**src/rtl/queue_bank_pkg.sv**
```systemverilog
// queue_bank shared definitions.
// Opcodes are shared with the UART command decoder.
package queue_bank_pkg;

  localparam logic [2:0] OP_NOP   = 3'd0;
  localparam logic [2:0] OP_PUSH  = 3'd1;
  localparam logic [2:0] OP_POP   = 3'd2;
  localparam logic [2:0] OP_MOVE  = 3'd3;
  localparam logic [2:0] OP_CLEAR = 3'd4;

  function automatic int cnt_w(int lgflen);
    return lgflen + 1;
  endfunction

endpackage

```
**src/rtl/qb_queue_ctrl.sv**
```systemverilog
// Pointer, occupancy and flag state for one queue.
// Simultaneous push+pop is a rotate: count is unchanged.
module qb_queue_ctrl
  import queue_bank_pkg::*;
#(
  parameter int LGFLEN = 5
) (
  input  logic                      clk,
  input  logic                      reset_n,
  input  logic                      clr,
  input  logic                      push,
  input  logic                      pop,
  output logic [LGFLEN-1:0]         rd_ptr,
  output logic [LGFLEN-1:0]         wr_ptr,
  output logic [cnt_w(LGFLEN)-1:0]  cnt,
  output logic                      empty_n,
  output logic                      full
);

  localparam int CW = cnt_w(LGFLEN);
  localparam logic [CW-1:0] DEPTH = CW'(2**LGFLEN);
  localparam logic [CW-1:0] C1 = CW'(1);
  localparam logic [LGFLEN-1:0] P1 = LGFLEN'(1);

  logic [CW-1:0] cnt_nxt;

  always_comb begin
    cnt_nxt = cnt;
    if (clr)
      cnt_nxt = '0;
    else if (push && !pop)
      cnt_nxt = cnt + C1;
    else if (pop && !push)
      cnt_nxt = cnt - C1;
  end

  always_ff @(posedge clk or negedge reset_n) begin
    if (!reset_n) begin
      rd_ptr  <= '0;
      wr_ptr  <= '0;
      cnt     <= '0;
      empty_n <= 1'b0;
      full    <= 1'b0;
    end else begin
      if (clr) begin
        rd_ptr <= '0;
        wr_ptr <= '0;
      end else begin
        if (pop)
          rd_ptr <= rd_ptr + P1;
        if (push)
          wr_ptr <= wr_ptr + P1;
      end
      cnt     <= cnt_nxt;
      empty_n <= (cnt_nxt != '0);
      full    <= (cnt_nxt == DEPTH);
    end
  end

endmodule

```
**src/rtl/queue_bank.sv**
```systemverilog
// NQ independent FIFOs sharing one storage array, driven by a
// single command port, with a registered dump port for display.
module queue_bank
  import queue_bank_pkg::*;
#(
  parameter  int NQ     = 4,
  parameter  int DW     = 8,
  parameter  int LGFLEN = 5,
  localparam int QW     = $clog2(NQ)
) (
  input  logic                       clk,
  input  logic                       reset_n,
  input  logic                       cmd_valid,
  input  logic [2:0]                 cmd_op,
  input  logic [QW-1:0]              cmd_q,
  input  logic [QW-1:0]              cmd_dst,
  input  logic [DW-1:0]              cmd_data,
  output logic                       rsp_valid,
  output logic                       rsp_err,
  output logic [DW-1:0]              rsp_data,
  output logic [NQ-1:0]              empty_n,
  output logic [NQ-1:0]              full,
  output logic [NQ*(LGFLEN+1)-1:0]   count,
  input  logic [QW-1:0]              dmp_q,
  input  logic [LGFLEN-1:0]          dmp_pos,
  output logic [DW-1:0]              dmp_data,
  output logic                       dmp_valid
);

  localparam int CW = cnt_w(LGFLEN);
  localparam int D  = 2**LGFLEN;
  localparam int AW = QW + LGFLEN;
  localparam logic [CW-1:0] DEPTH = CW'(D);

  logic [DW-1:0]     mem [NQ*D];

  logic [LGFLEN-1:0] rd_ptr [NQ];
  logic [LGFLEN-1:0] wr_ptr [NQ];
  logic [CW-1:0]     cnt    [NQ];
  logic [NQ-1:0]     q_push;
  logic [NQ-1:0]     q_pop;
  logic [NQ-1:0]     q_clr;

  logic              q_ok;
  logic              d_ok;
  logic [QW-1:0]     sq;
  logic [QW-1:0]     sd;
  logic [QW-1:0]     wq;
  logic              s_empty;
  logic              s_full;
  logic              d_full;
  logic              is_nop;
  logic              is_push;
  logic              is_pop;
  logic              is_move;
  logic              is_clr;
  logic              err;
  logic              rd;
  logic              wr;
  logic              clr_en;
  logic [DW-1:0]     rdata;
  logic [DW-1:0]     wdata;
  logic [AW-1:0]     waddr;

  logic              dq_ok;
  logic [QW-1:0]     dsel;
  logic              dvalid;
  logic [AW-1:0]     daddr;

  for (genvar gi = 0; gi < NQ; gi++) begin : g_q
    assign q_push[gi] = wr && (wq == QW'(gi));
    assign q_pop[gi]  = rd && (sq == QW'(gi));
    assign q_clr[gi]  = clr_en && (sq == QW'(gi));
    assign count[gi*CW +: CW] = cnt[gi];

    qb_queue_ctrl #(
      .LGFLEN (LGFLEN)
    ) u_ctrl (
      .clk     (clk),
      .reset_n (reset_n),
      .clr     (q_clr[gi]),
      .push    (q_push[gi]),
      .pop     (q_pop[gi]),
      .rd_ptr  (rd_ptr[gi]),
      .wr_ptr  (wr_ptr[gi]),
      .cnt     (cnt[gi]),
      .empty_n (empty_n[gi]),
      .full    (full[gi])
    );
  end

  // Out-of-range queue ids are folded to 0 so indexing stays legal.
  assign q_ok    = int'(cmd_q) < NQ;
  assign d_ok    = int'(cmd_dst) < NQ;
  assign sq      = q_ok ? cmd_q : '0;
  assign sd      = d_ok ? cmd_dst : '0;
  assign s_empty = (cnt[sq] == '0);
  assign s_full  = (cnt[sq] == DEPTH);
  assign d_full  = (cnt[sd] == DEPTH);
  assign rdata   = mem[{sq, rd_ptr[sq]}];
  assign waddr   = {wq, wr_ptr[wq]};

  assign is_nop  = cmd_valid && (cmd_op == OP_NOP);
  assign is_push = cmd_valid && (cmd_op == OP_PUSH);
  assign is_pop  = cmd_valid && (cmd_op == OP_POP);
  assign is_move = cmd_valid && (cmd_op == OP_MOVE);
  assign is_clr  = cmd_valid && (cmd_op == OP_CLEAR);

  always_comb begin
    err    = 1'b0;
    rd     = 1'b0;
    wr     = 1'b0;
    clr_en = 1'b0;
    wq     = sq;
    wdata  = cmd_data;
    unique case (1'b1)
      is_nop: ;
      is_push:
        if (!q_ok || s_full)
          err = 1'b1;
        else
          wr = 1'b1;
      is_pop:
        if (!q_ok || s_empty)
          err = 1'b1;
        else
          rd = 1'b1;
      // Self-move rotates, so a full destination is fine there.
      is_move:
        if (!q_ok || !d_ok || s_empty || (sq != sd && d_full))
          err = 1'b1;
        else begin
          rd    = 1'b1;
          wr    = 1'b1;
          wq    = sd;
          wdata = rdata;
        end
      is_clr:
        if (!q_ok)
          err = 1'b1;
        else
          clr_en = 1'b1;
      default:
        err = cmd_valid;
    endcase
  end

  always_ff @(posedge clk) begin
    if (wr)
      mem[waddr] <= wdata;
  end

  always_ff @(posedge clk or negedge reset_n) begin
    if (!reset_n) begin
      rsp_valid <= 1'b0;
      rsp_err   <= 1'b0;
      rsp_data  <= '0;
    end else begin
      rsp_valid <= cmd_valid;
      rsp_err   <= err;
      rsp_data  <= rd ? rdata : '0;
    end
  end

  assign dq_ok  = int'(dmp_q) < NQ;
  assign dsel   = dq_ok ? dmp_q : '0;
  assign dvalid = dq_ok && ({1'b0, dmp_pos} < cnt[dsel]);
  assign daddr  = {dsel, rd_ptr[dsel] + dmp_pos};

  always_ff @(posedge clk or negedge reset_n) begin
    if (!reset_n) begin
      dmp_valid <= 1'b0;
      dmp_data  <= '0;
    end else begin
      dmp_valid <= dvalid;
      dmp_data  <= dvalid ? mem[daddr] : '0;
    end
  end

endmodule

```
**config.mk**
```make
export PLATFORM = sky130hd
export DESIGN_NAME = queue_bank
export DESIGN_NICKNAME = d
export VERILOG_FILES = /design/src/rtl/queue_bank_pkg.sv /design/src/rtl/qb_queue_ctrl.sv /design/src/rtl/queue_bank.sv
export SDC_FILE = /design/constraint.sdc
export NUM_CORES = 2
export LEC_CHECK = 0
export CORE_AREA = 2 2 321 323
export CTS_CLUSTER_SIZE = 10
export DETAILED_ROUTE_END_ITERATION = 8
export DIE_AREA = 0 0 323 325
export DONT_BUFFER_PORTS = 1
export HOLD_SLACK_MARGIN = 0.1
export MAX_ROUTING_LAYER = met4
export PLACE_DENSITY_LB_ADDON = 0.05
export RECOVER_POWER = 25
export SLEW_MARGIN = 20
export SYNTH_ARGS = -nofsm -noshare
export SYNTH_HDL_FRONTEND = slang
export SYNTH_HIERARCHICAL = 1
export SYNTH_SLANG_ARGS = --single-unit
```
**constraint.sdc**
```tcl
create_clock -name clk -period 12.35 [get_ports clk]
set_clock_uncertainty 0.15 [all_clocks]
set_input_delay 2.47 -clock clk [delete_from_list [all_inputs] [get_ports clk]]
set_output_delay 2.47 -clock clk [all_outputs]
set_load 0.005 [all_outputs]
```
==> reports/summary.txt <==
Port Buffers: 0
Power Density: 217 nW/um^2
antenna violations before repair: 14
dpl ws: 4.27 ns
Via density: 7.04
gr ovfl total: 0
critical path peak fanout: 92
WL final: 189,000 um
Setup CP Type: in2reg
Worst VDD drop: 0.187 mV
core area: 101,000 um^2
failing checks: max-capacitance violations, max-slew violations
WP data required: 12.51 ns
Max Clk Rate: 0.109 GHz
status: finished, violations left
vias in the first global route: 37,100
Post-synth EDFFs: 1,024
DRT iter0 DRCs: 6,034
crit start category: input port
Die Width: 323 um
post-CTS setup buffers: 0
Reg clk slew, reported paths: 0.05 ns
Period minus WS final: 9.20 ns
Area contributors post-synth: edfxtp_1, mux4_2, dfrtp_1
syn_area_per_cell: 13.6 um^2
r2r worst-path depth: 11
Final Cycle Share: 74.5%
hold endpoint: g_q[0].u_ctrl/rd_ptr[4]
relative slew slack: -103%
Yosys top cell area share: 55.6%
first-pass GRT wire length: 269,000 um
final setup violation count: 0
CTS sink cnt: 1,115
gpl congestion: 0.992
Die Span Y: 325 um
synthesized flop and latch total: 1,115
R2R setup slack: 4.38 ns
Skew-Pair Late Insertion Delay: 0.75 ns
Final Max Slew Viols: 235
CP arrival: 9.36 ns
fill count: 7,865
reg2reg end: mem[9][5]
DR DRC count: 0
die area: 105,000 um^2
P&R area growth vs syn: 9.41%
Top Ports: 76
post-synth top area cell: edfxtp_1
CTS Buf Count: 132
HP Class: reg2reg
largest net degree at the start of global routing: 123
R2R Path Start: g_q[0].u_ctrl/cnt[0]
WHS Path Cells: 2
CTS Buffer Depth: 3
layout cells sized above 1: 14.0%
syn_nets: 4,125
maxcap violations: 13
Hold Worst Slack: 0.457 ns
Hold Fails Final Rpt: 0
Core Util, Final: 59.7%
setup TNS: 0 ns
Static Leak: 19.6 nW
Final WS setup: 3.15 ns
post-route ant nets: 0
level count of the clock H-tree: 4
RSZ-0062 raised after global routing: no
hold_sp: g_q[0].u_ctrl/rd_ptr[4]
Syn Std Cell Area: 55,300 um^2
hold buffers post-CTS: 0
register area share after synthesis: 59.7%
Initial Util: 54.6%
Worst Tran Pin Value: 3.04 ns
row count: 117
DR WL/cell: 34.6 um
Async SR Flop Fraction: 8.16%
DP HPWL: 125,000 um
Root Buffer: clkbuf_16
post_cts resized: 0
synth warn: 6
Top FF cell, synth: edfxtp_1
Nets: 4,062
via count: 38,500
post-synthesis cell count: 4,075
Synth cell types: 72
CTS tree: yes
1st-pass router iterations: 8
GR Util All Layers: 37.2%
Worst Setup End Kind: flop
==> state kept, by name, summed over array words and instances, names as in the netlist, 4 cells and up <==
signal	cells
rsp_data	8
g_q.u_ctrl/cnt	24
g_q.u_ctrl/empty_n	4
g_q.u_ctrl/full	4
mem	1024
g_q.u_ctrl/wr_ptr	20
dmp_data	8
g_q.u_ctrl/rd_ptr	20
==> cell families after synthesis <==
| logic type | synth area share [%] |
|---|---|
| buffers and inverters | 2.61 |
| multiplexers | 15.8 |
| XOR/XNOR | 0.738 |
| adder cells (fa/ha/maj) | 0.579 |
| AND/OR/NAND/NOR | 12.9 |
| AO/OA/AOI/OAI | 7.66 |
| flip-flops | 59.7 |
==> worst max path at each step <==
stage / from / slack [ns] / to
2_1_floorplan: dmp_q[0] / 5.48 / dmp_data[7]
3_3_place_gp: cmd_q[0] / 4.37 / mem[7][7]
3_5_place_dp: cmd_q[0] / 4.27 / mem[36][6]
4_1_cts: cmd_q[0] / 5.05 / mem[40][6]
5_1_grt: cmd_q[0] / 2.85 / mem[37][1]
6_report: cmd_q[0] / 3.15 / mem[46][2]
==> cell usage after synthesis, types with 72 or more instances <==
master and n:
nand2_1 571, clkbuf_1 169, a211oi_1 197, nand4_1 81, mux4_2 280, nor2b_1 134, buf_1 74, dfrtp_1 91
edfxtp_1 1024, mux2i_1 204, nor2_1 264, nand3_1 109, o21ai_0 72
==> cell usage in the layout, fill, tap and decap left out, types with 54 or more instances in the layout <==
cell and instances:
a31oi_1 59, nor2_1 257, mux2i_1 205, mux4_2 278, nand2_1 571, a32oi_1 56
clkbuf_16 137, dfrtp_1 91, edfxtp_1 1024, buf_4 63, o21ai_0 72, a211oi_1 197
clkbuf_1 100, nand3_1 109, a311oi_1 54, nand4_1 81, nor2b_1 132, and2_1 59
==> per-stage QoR <==
step	area, um^2	instances	power, mW
6_report	60500	5463	13.1
5_1_grt	60500	5459	13.5
4_1_cts	60700	5451	13.0
3_5_place_dp	56900	5246	9.54
3_3_place_gp	56900	5246	9.47
2_1_floorplan	55300	4075	7.91
==> where the power goes <==
part | leakage [nW] | switching [mW] | internal, mW
Combinational | 7.38 | 3.18 | 1.91
Sequential | 10.4 | 0.197 | 4.28
Clock | 1.82 | 1.49 | 2.06
Total | 19.6 | 4.86 | 8.24
==> routing by layer <==
layer / track usage (%) / part of all wire [%]
met5: - / 0
met3: 9.06 / 11
met2: 55.5 / 46
met1: 48.8 / 38
met4: 15.9 / 5.1
==> critical path: stages <==
cell and delay [ns]:
mux4_2 1.27, buf_12 0.52, clkbuf_1 2.20, nor2b_1 0.09
a211oi_1 0.32, a311oi_1 0.11, nor4_1 0.47, nand2_1 0.10
or4_1 0.57, mux2_4 0.47, buf_4 0.44
==> cell type report <==
type / count / area (um^2) / share of cell area (%)
Inverter: 27 / 101 / 0.168
Tap cell: 1368 / 1710 / 2.83
Multi-Input combinational cell: 2624 / 21100 / 34.9
Clock buffer: 195 / 3650 / 6.03
Clock inverter: 10 / 115 / 0.190
Timing Repair Buffer: 112 / 771 / 1.27
Sequential cell: 1115 / 33000 / 54.6
Antenna cell: 12 / 30.0 / 0.0496
Note: power is estimated with default switching activity, not from simulation.
